===== src/rtl/fog_mod_gen.sv =====
// fog_mod_gen: square-wave bias-modulation generator for the FOG closed loop.
// The DAC word is a wrapping serrodyne ramp plus the modulation level of the
// current half. o_status / o_trig give the error-signal generator its
// demodulation timing.
// Optional build macro: DAC_SAT_EN. When it is defined, the final
// ramp+level sum saturates instead of wrapping. The ramp itself always wraps.
module fog_mod_gen #(
  parameter int DAC_BIT  = 16,
  parameter int MIN_HALF = 2
) (
  input  logic                      i_clk,
  input  logic                      i_rst,
  input  logic                      i_en,
  input  logic [31:0]               i_half_period,
  input  logic signed [DAC_BIT-1:0] i_mod_amp_h,
  input  logic signed [DAC_BIT-1:0] i_mod_amp_l,
  input  logic signed [31:0]        i_step,
  input  logic                      i_step_sync,
  output logic                      o_status,
  output logic                      o_trig,
  output logic signed [DAC_BIT-1:0] o_dac,
  output logic signed [DAC_BIT-1:0] o_ramp,
  output logic [1:0]                o_cstate
);

  typedef enum logic [1:0] {IDLE = 2'd0, HIGH = 2'd1, LOW = 2'd2} state_t;

  localparam logic [31:0] MIN_HALF_W = 32'(MIN_HALF);

  // Registered inputs (one cycle of input latency)
  logic               r_en;
  logic               r_step_sync;
  logic [DAC_BIT-1:0] r_step;

  // Core state
  state_t             r_state;
  logic [31:0]        r_cnt;
  logic [31:0]        r_half;
  logic [DAC_BIT-1:0] r_amp_h;
  logic [DAC_BIT-1:0] r_amp_l;
  logic [DAC_BIT-1:0] r_ramp;
  logic               r_status;
  logic               r_trig;
  logic [DAC_BIT-1:0] r_dac;

  // Next-state wires
  state_t             w_state_nxt;
  logic [31:0]        w_cnt_nxt;
  logic               w_latch;
  logic               w_status_nxt;
  logic               w_trig_nxt;
  logic [31:0]        w_half_in;
  logic [31:0]        w_half_nxt;
  logic [DAC_BIT-1:0] w_amp_h_nxt;
  logic [DAC_BIT-1:0] w_amp_l_nxt;
  logic [DAC_BIT-1:0] w_ramp_nxt;
  logic [DAC_BIT-1:0] w_lvl;
  logic [DAC_BIT-1:0] w_dac_nxt;

  // Only the low DAC_BIT bits of the step matter; the upper bits are dropped.
  logic w_unused_step;
  assign w_unused_step = ^i_step[31:DAC_BIT];

  // Register the enable, the step-sync pulse and the step value
  always_ff @(posedge i_clk) begin
    if (i_rst) begin
      r_en        <= 1'b0;
      r_step_sync <= 1'b0;
      r_step      <= '0;
    end else begin
      r_en        <= i_en;
      r_step_sync <= i_step_sync;
      r_step      <= i_step[DAC_BIT-1:0];
    end
  end

  // Half-periods shorter than MIN_HALF are clamped up to MIN_HALF
  assign w_half_in = (i_half_period < MIN_HALF_W) ? MIN_HALF_W : i_half_period;

  // Next-state, counter and trigger decisions
  always_comb begin
    w_state_nxt  = r_state;
    w_cnt_nxt    = r_cnt;
    w_latch      = 1'b0;
    w_status_nxt = r_status;
    w_trig_nxt   = 1'b0;
    case (r_state)
      IDLE: begin
        w_status_nxt = 1'b0;
        if (r_en) begin
          w_latch      = 1'b1;
          w_cnt_nxt    = w_half_in - 32'd1;
          w_state_nxt  = HIGH;
          w_status_nxt = 1'b1;
          w_trig_nxt   = 1'b1;
        end
      end
      HIGH: begin
        if (r_cnt == 32'd0) begin
          w_cnt_nxt    = r_half - 32'd1;
          w_state_nxt  = LOW;
          w_status_nxt = 1'b0;
          w_trig_nxt   = 1'b1;
        end else begin
          w_cnt_nxt = r_cnt - 32'd1;
        end
      end
      LOW: begin
        if (r_cnt != 32'd0) begin
          w_cnt_nxt = r_cnt - 32'd1;
        end else if (r_en) begin
          // A full period ends here, so new settings are latched only now.
          w_latch      = 1'b1;
          w_cnt_nxt    = w_half_in - 32'd1;
          w_state_nxt  = HIGH;
          w_status_nxt = 1'b1;
          w_trig_nxt   = 1'b1;
        end else begin
          w_cnt_nxt    = 32'd0;
          w_state_nxt  = IDLE;
          w_status_nxt = 1'b0;
        end
      end
      default: begin
        w_cnt_nxt    = 32'd0;
        w_state_nxt  = IDLE;
        w_status_nxt = 1'b0;
      end
    endcase
  end

  assign w_half_nxt  = w_latch ? w_half_in   : r_half;
  assign w_amp_h_nxt = w_latch ? i_mod_amp_h : r_amp_h;
  assign w_amp_l_nxt = w_latch ? i_mod_amp_l : r_amp_l;
  assign w_ramp_nxt  = r_step_sync ? (r_ramp + r_step) : r_ramp;

  // Level for the half being entered; IDLE carries no modulation
  always_comb begin
    w_lvl = '0;
    if (w_state_nxt == HIGH)     w_lvl = w_amp_h_nxt;
    else if (w_state_nxt == LOW) w_lvl = w_amp_l_nxt;
  end

`ifdef DAC_SAT_EN
  // Compute the sum one bit wider, then clamp it to the signed DAC range
  logic [DAC_BIT:0] w_sum;
  assign w_sum = {w_ramp_nxt[DAC_BIT-1], w_ramp_nxt} + {w_lvl[DAC_BIT-1], w_lvl};
  always_comb begin
    w_dac_nxt = w_sum[DAC_BIT-1:0];
    if (w_sum[DAC_BIT] != w_sum[DAC_BIT-1])
      w_dac_nxt = w_sum[DAC_BIT] ? {1'b1, {(DAC_BIT-1){1'b0}}}
                                 : {1'b0, {(DAC_BIT-1){1'b1}}};
  end
`else
  // Plain modulo-2^DAC_BIT sum
  assign w_dac_nxt = w_ramp_nxt + w_lvl;
`endif

  // State, latched settings, ramp and output registers
  always_ff @(posedge i_clk) begin
    if (i_rst) begin
      r_state  <= IDLE;
      r_cnt    <= 32'd0;
      r_half   <= MIN_HALF_W;
      r_amp_h  <= '0;
      r_amp_l  <= '0;
      r_ramp   <= '0;
      r_status <= 1'b0;
      r_trig   <= 1'b0;
      r_dac    <= '0;
    end else begin
      r_state  <= w_state_nxt;
      r_cnt    <= w_cnt_nxt;
      r_half   <= w_half_nxt;
      r_amp_h  <= w_amp_h_nxt;
      r_amp_l  <= w_amp_l_nxt;
      r_ramp   <= w_ramp_nxt;
      r_status <= w_status_nxt;
      r_trig   <= w_trig_nxt;
      r_dac    <= w_dac_nxt;
    end
  end

  assign o_status = r_status;
  assign o_trig   = r_trig;
  assign o_dac    = r_dac;
  assign o_ramp   = r_ramp;
  assign o_cstate = r_state;

endmodule

===== config.mk =====
export PLATFORM = sky130hd
export DESIGN_NAME = fog_mod_gen
export DESIGN_NICKNAME = d
export VERILOG_FILES = /design/src/rtl/fog_mod_gen.sv
export SDC_FILE = /design/constraint.sdc
export NUM_CORES = 1
export LEC_CHECK = 0
export CAP_MARGIN = 25
export CELL_PAD_IN_SITES_DETAIL_PLACEMENT = 0
export CELL_PAD_IN_SITES_GLOBAL_PLACEMENT = 1
export CORE_ASPECT_RATIO = 0.9
export CORE_MARGIN = 2
export CORE_UTILIZATION = 44
export DETAILED_ROUTE_END_ITERATION = 6
export GPL_TIMING_DRIVEN = 1
export MAX_ROUTING_LAYER = met4
export PLACE_DENSITY_LB_ADDON = 0.25
export SLEW_MARGIN = 20
export SYNTH_ARGS = -nofsm -noshare
export SYNTH_HDL_FRONTEND = slang
export SYNTH_SLANG_ARGS = --single-unit

===== constraint.sdc =====
create_clock -name i_clk -period 11.2 [get_ports i_clk]
set_input_delay 2.24 -clock i_clk [delete_from_list [all_inputs] [get_ports i_clk]]
set_output_delay 2.24 -clock i_clk [all_outputs]
set_load 0.005 [all_outputs]

==> run_results.csv <==
group,metric,value,unit
sta,slew_viol_final,0,
die,rows,49,
sta,post-route-period-util,0.572,
outcome,outcome,"complete, no violations",
synth,syn_nets,1284,
critical_path,required,11470,ps
routing,viasPerCell,5.69,
critical_path,crit_arrival,6680,ps
sta,finalSetupTns,0,ps
synth,synthDistinctLibCells,73,
critical_path,start_kind,"input port",
pwr,power.leakage,4.18,nW
sta,fin_crit,6400,ps
sta,max-slew-margin-rel,0.352,
critical_path,cp-startpoint,"i_half_period[14]",
worst_hold_path,hold_path.class,"flop to flop",
clock_tree,cts-resized-gates,0,
global_route,grt_overflow_total,0,
place,hpwl,19.2,mm
sta,fmax,156,MHz
critical_path,cp-end-kind,"flop",
synth,synth_edf_count,0,
cells_and_area,syn2layout_area_growth,21.8,%
global_route,grt_pass1_vias,7912,
global_route,grt_max_degree,89,
pwr,power_density,139,nW/µm²
routing,wl,26.5,mm
clock_tree,numCtsBuffers,17,
clock_tree,clkTransAtPathRegs,70,ps
clock_tree,cts_hold_buf,0,
clock_tree,post_cts_buffers,0,
clock_tree,h-tree-depth,4,
place,io_buffers,119,
routing,drt_pass1_iterations,5,
synth,yosys_most_used_dff,"dfxtp_1",
critical_path,worstReg2RegEnd,"o_dac[14]$_SDFF_PP0_",
sta,setup_viol,0,
die,initial_core_util,0.450,
synth,ys_ff_latch,150,
critical_path,worstSetupPathType,"input port to flop",
clock_tree,cts_num_sinks,150,
synth,async_flop_share,0,
synth,syn_area,9020,µm²
critical_path,rrSetupSlack,5120,ps
cells_and_area,fillers,1962,
clock_tree,cts_tree,"yes",
routing,wl_per_cell,17.5,µm
sta,worst_slew_pin_slew,969,ps
global_route,antenna_found_initial,1,
clock_tree,clk_path_buf_depth,2,
die,fp.dieH,140,µm
sta,skew,10.9,ps
die,die_w,155,µm
global_route,grt.total_usage,0.253,
synth,netlist_instances,1149,
sta,rsz0062_at_grt,"no",
die,ios,136,
sta,hold_viol_final,0,
cells_and_area,finalInstanceArea,11000,µm²
critical_path,rr_worst_depth,17,
routing,postRouteAntennaNets,0,
critical_path,worstReg2RegStart,"r_cnt[2]$_SDFFE_PP0P_",
die,dieArea,21700,µm²
cells_and_area,final_layout_size_suffix_gt1_frac,0.0590,
routing,drc,0,
synth,ys_seq_area_frac,0.333,
critical_path,path_cells,"clkdlybuf4s50_1 > nor4_1 > nand4_1 > or4b_1 > nand2_1 > ha_1 > nand3_1 > or4_1 > xnor2_1 > a221o_1 > nand3_1 > a21oi_1",
critical_path,crit_path_end,"r_cnt[16]$_SDFFE_PP0P_",
critical_path,path_common_cell,"nand3_1",
synth,ys_warn_count,0,
routing,vias,8597,
pwr,ir_worst_vdd,0.0995,mV
clock_tree,cts-root-buf,"clkbuf_16",
place,place_area,10400,µm²
routing,drt_iter0_drc,602,
synth,avgSynthCellArea,7.85,µm²
place,gp_congestion,0.877,
cells_and_area,nets,1377,
critical_path,slowest_delay,750,ps
critical_path,cp_slowest_cell,"or4b_1",
clock_tree,insertion_delay,430,ps
critical_path,crit_fanout,7,
flow_run,cap_violations,0,
global_route,grt_pass1_wl,42.5,mm
die,coreArea,20000,µm²
-- state kept, by name, indices dropped and copies added (netlist names) --
| name | count |
|---|---|
| r_cnt | 32 |
| r_en | 1 |
| r_step_sync | 1 |
| r_step | 16 |
| o_trig | 1 |
| r_amp_l | 16 |
| o_status | 1 |
| o_dac | 16 |
| r_half | 32 |
| o_ramp | 16 |
| r_amp_h | 16 |
| o_cstate | 2 |
-- through the flow --
step	utilization	setup WS, ps	power (mW)	cells	hold WS [ps]
2_1_floorplan	-	5740	0.838	1149	436
3_3_place_gp	0.517	4550	0.953	1476	444
3_5_place_dp	0.518	4530	0.957	1477	447
4_1_cts	0.547	4980	1.54	1509	456
5_1_grt	0.548	4660	1.60	1511	475
6_report	0.548	4800	1.53	1511	456
-- layout make-up --
type,count,area (µm²),area share
Tap cell,255,319,0.0291
Clock inverter,15,165,0.0150
Timing Repair Buffer,131,1280,0.116
Multi-Input combinational cell,921,5710,0.520
Antenna cell,1,2.50,0.000228
Sequential cell,150,3000,0.273
Clock buffer,17,425,0.0387
Inverter,21,78.8,0.00718
-- synthesized netlist by cell type (14+ instances only) --
cell type | count | share of area
o21ai_0 | 47 | 0.026
nor2_1 | 121 | 0.050
a22oi_1 | 14 | 0.012
clkbuf_1 | 45 | 0.019
xor2_1 | 40 | 0.039
o21ai_1 | 14 | 0.0078
mux2i_1 | 20 | 0.022
nor4_1 | 25 | 0.017
nand2_1 | 161 | 0.067
dfxtp_1 | 150 | 0.33
inv_1 | 21 | 0.0087
nand3_1 | 14 | 0.0078
a21oi_1 | 109 | 0.060
or3_1 | 15 | 0.010
xnor2_1 | 61 | 0.059
nor3_1 | 36 | 0.020
or4_1 | 18 | 0.015
nor2b_1 | 39 | 0.027
ha_1 | 33 | 0.046
-- worst max-delay path, delay by kind of cell --
family          cells  cell delay [ps]
compound gates      2              360
xor+xnor            1              160
fa+ha+maj           1              290
buf+inv             1              510
simple gates        7             3110
-- placed cells by master (no fill, tap or decap), drive strengths merged, types with 6 or more instances in the layout --
cell type and instances:
a211oi 8, a21o 8, a21oi 111, a22oi 14, a31oi 6, buf 13, clkbuf 17, clkdlybuf4s50 118
clkinv 6, dfxtp 150, ha 33, inv 28, mux2 10, mux2i 20, nand2 162, nand2b 11
nand3 14, nor2 122, nor2b 39, nor3 37, nor4 29, o211ai 7, o21ai 62, o221ai 6
o22ai 10, o31ai 7, or3 15, or4 18, xnor2 61, xor2 40
-- routing by layer --
| metal | up-vias | global-route usage | wire length [µm] |
|---|---|---|---|
| met3 | 28 | 0.0408 | 1580 |
| li1 | 4263 | - | - |
| met4 | 0 | 0.0658 | 380 |
| met5 | - | - | 0 |
| met1 | 4061 | 0.365 | 13000 |
| met2 | 245 | 0.365 | 11500 |
-- worst min-delay path by stage --
stage | start | endpoint | slack [ps] | cells after the start
detailed placement | r_amp_l[10]$_SDFF_PP0_ | r_amp_l[10]$_SDFF_PP0_ | 450 | 2
global route | r_amp_l[11]$_SDFF_PP0_ | r_amp_l[11]$_SDFF_PP0_ | 470 | 2
finish | r_amp_l[7]$_SDFF_PP0_ | r_amp_l[7]$_SDFF_PP0_ | 460 | 2
global placement | r_amp_l[5]$_SDFF_PP0_ | r_amp_l[5]$_SDFF_PP0_ | 440 | 2
floorplan | r_amp_h[15]$_SDFF_PP0_ | r_amp_h[15]$_SDFF_PP0_ | 440 | 2
CTS | r_amp_l[11]$_SDFF_PP0_ | r_amp_l[11]$_SDFF_PP0_ | 460 | 2
-- cells by family (layout without fill, tap and decap cells) --
| kind of cell | Yosys count | after routing | synth area share |
|---|---|---|---|
| other cells | 0 | 1 | 0 |
| mux | 30 | 30 | 0.0347 |
| xor+xnor | 102 | 102 | 0.101 |
| compound gates | 281 | 281 | 0.193 |
| buf+inv | 78 | 184 | 0.0357 |
| simple gates | 473 | 473 | 0.253 |
| flops | 150 | 150 | 0.333 |
| fa+ha+maj | 35 | 35 | 0.0502 |
-- power breakdown --
part,switching [mW],internal [mW]
logic,0.196,0.155
clock network,0.264,0.317
registers,0.0310,0.568
total,0.491,1.04
No activity file was read; power rests on OpenSTA's default activity.
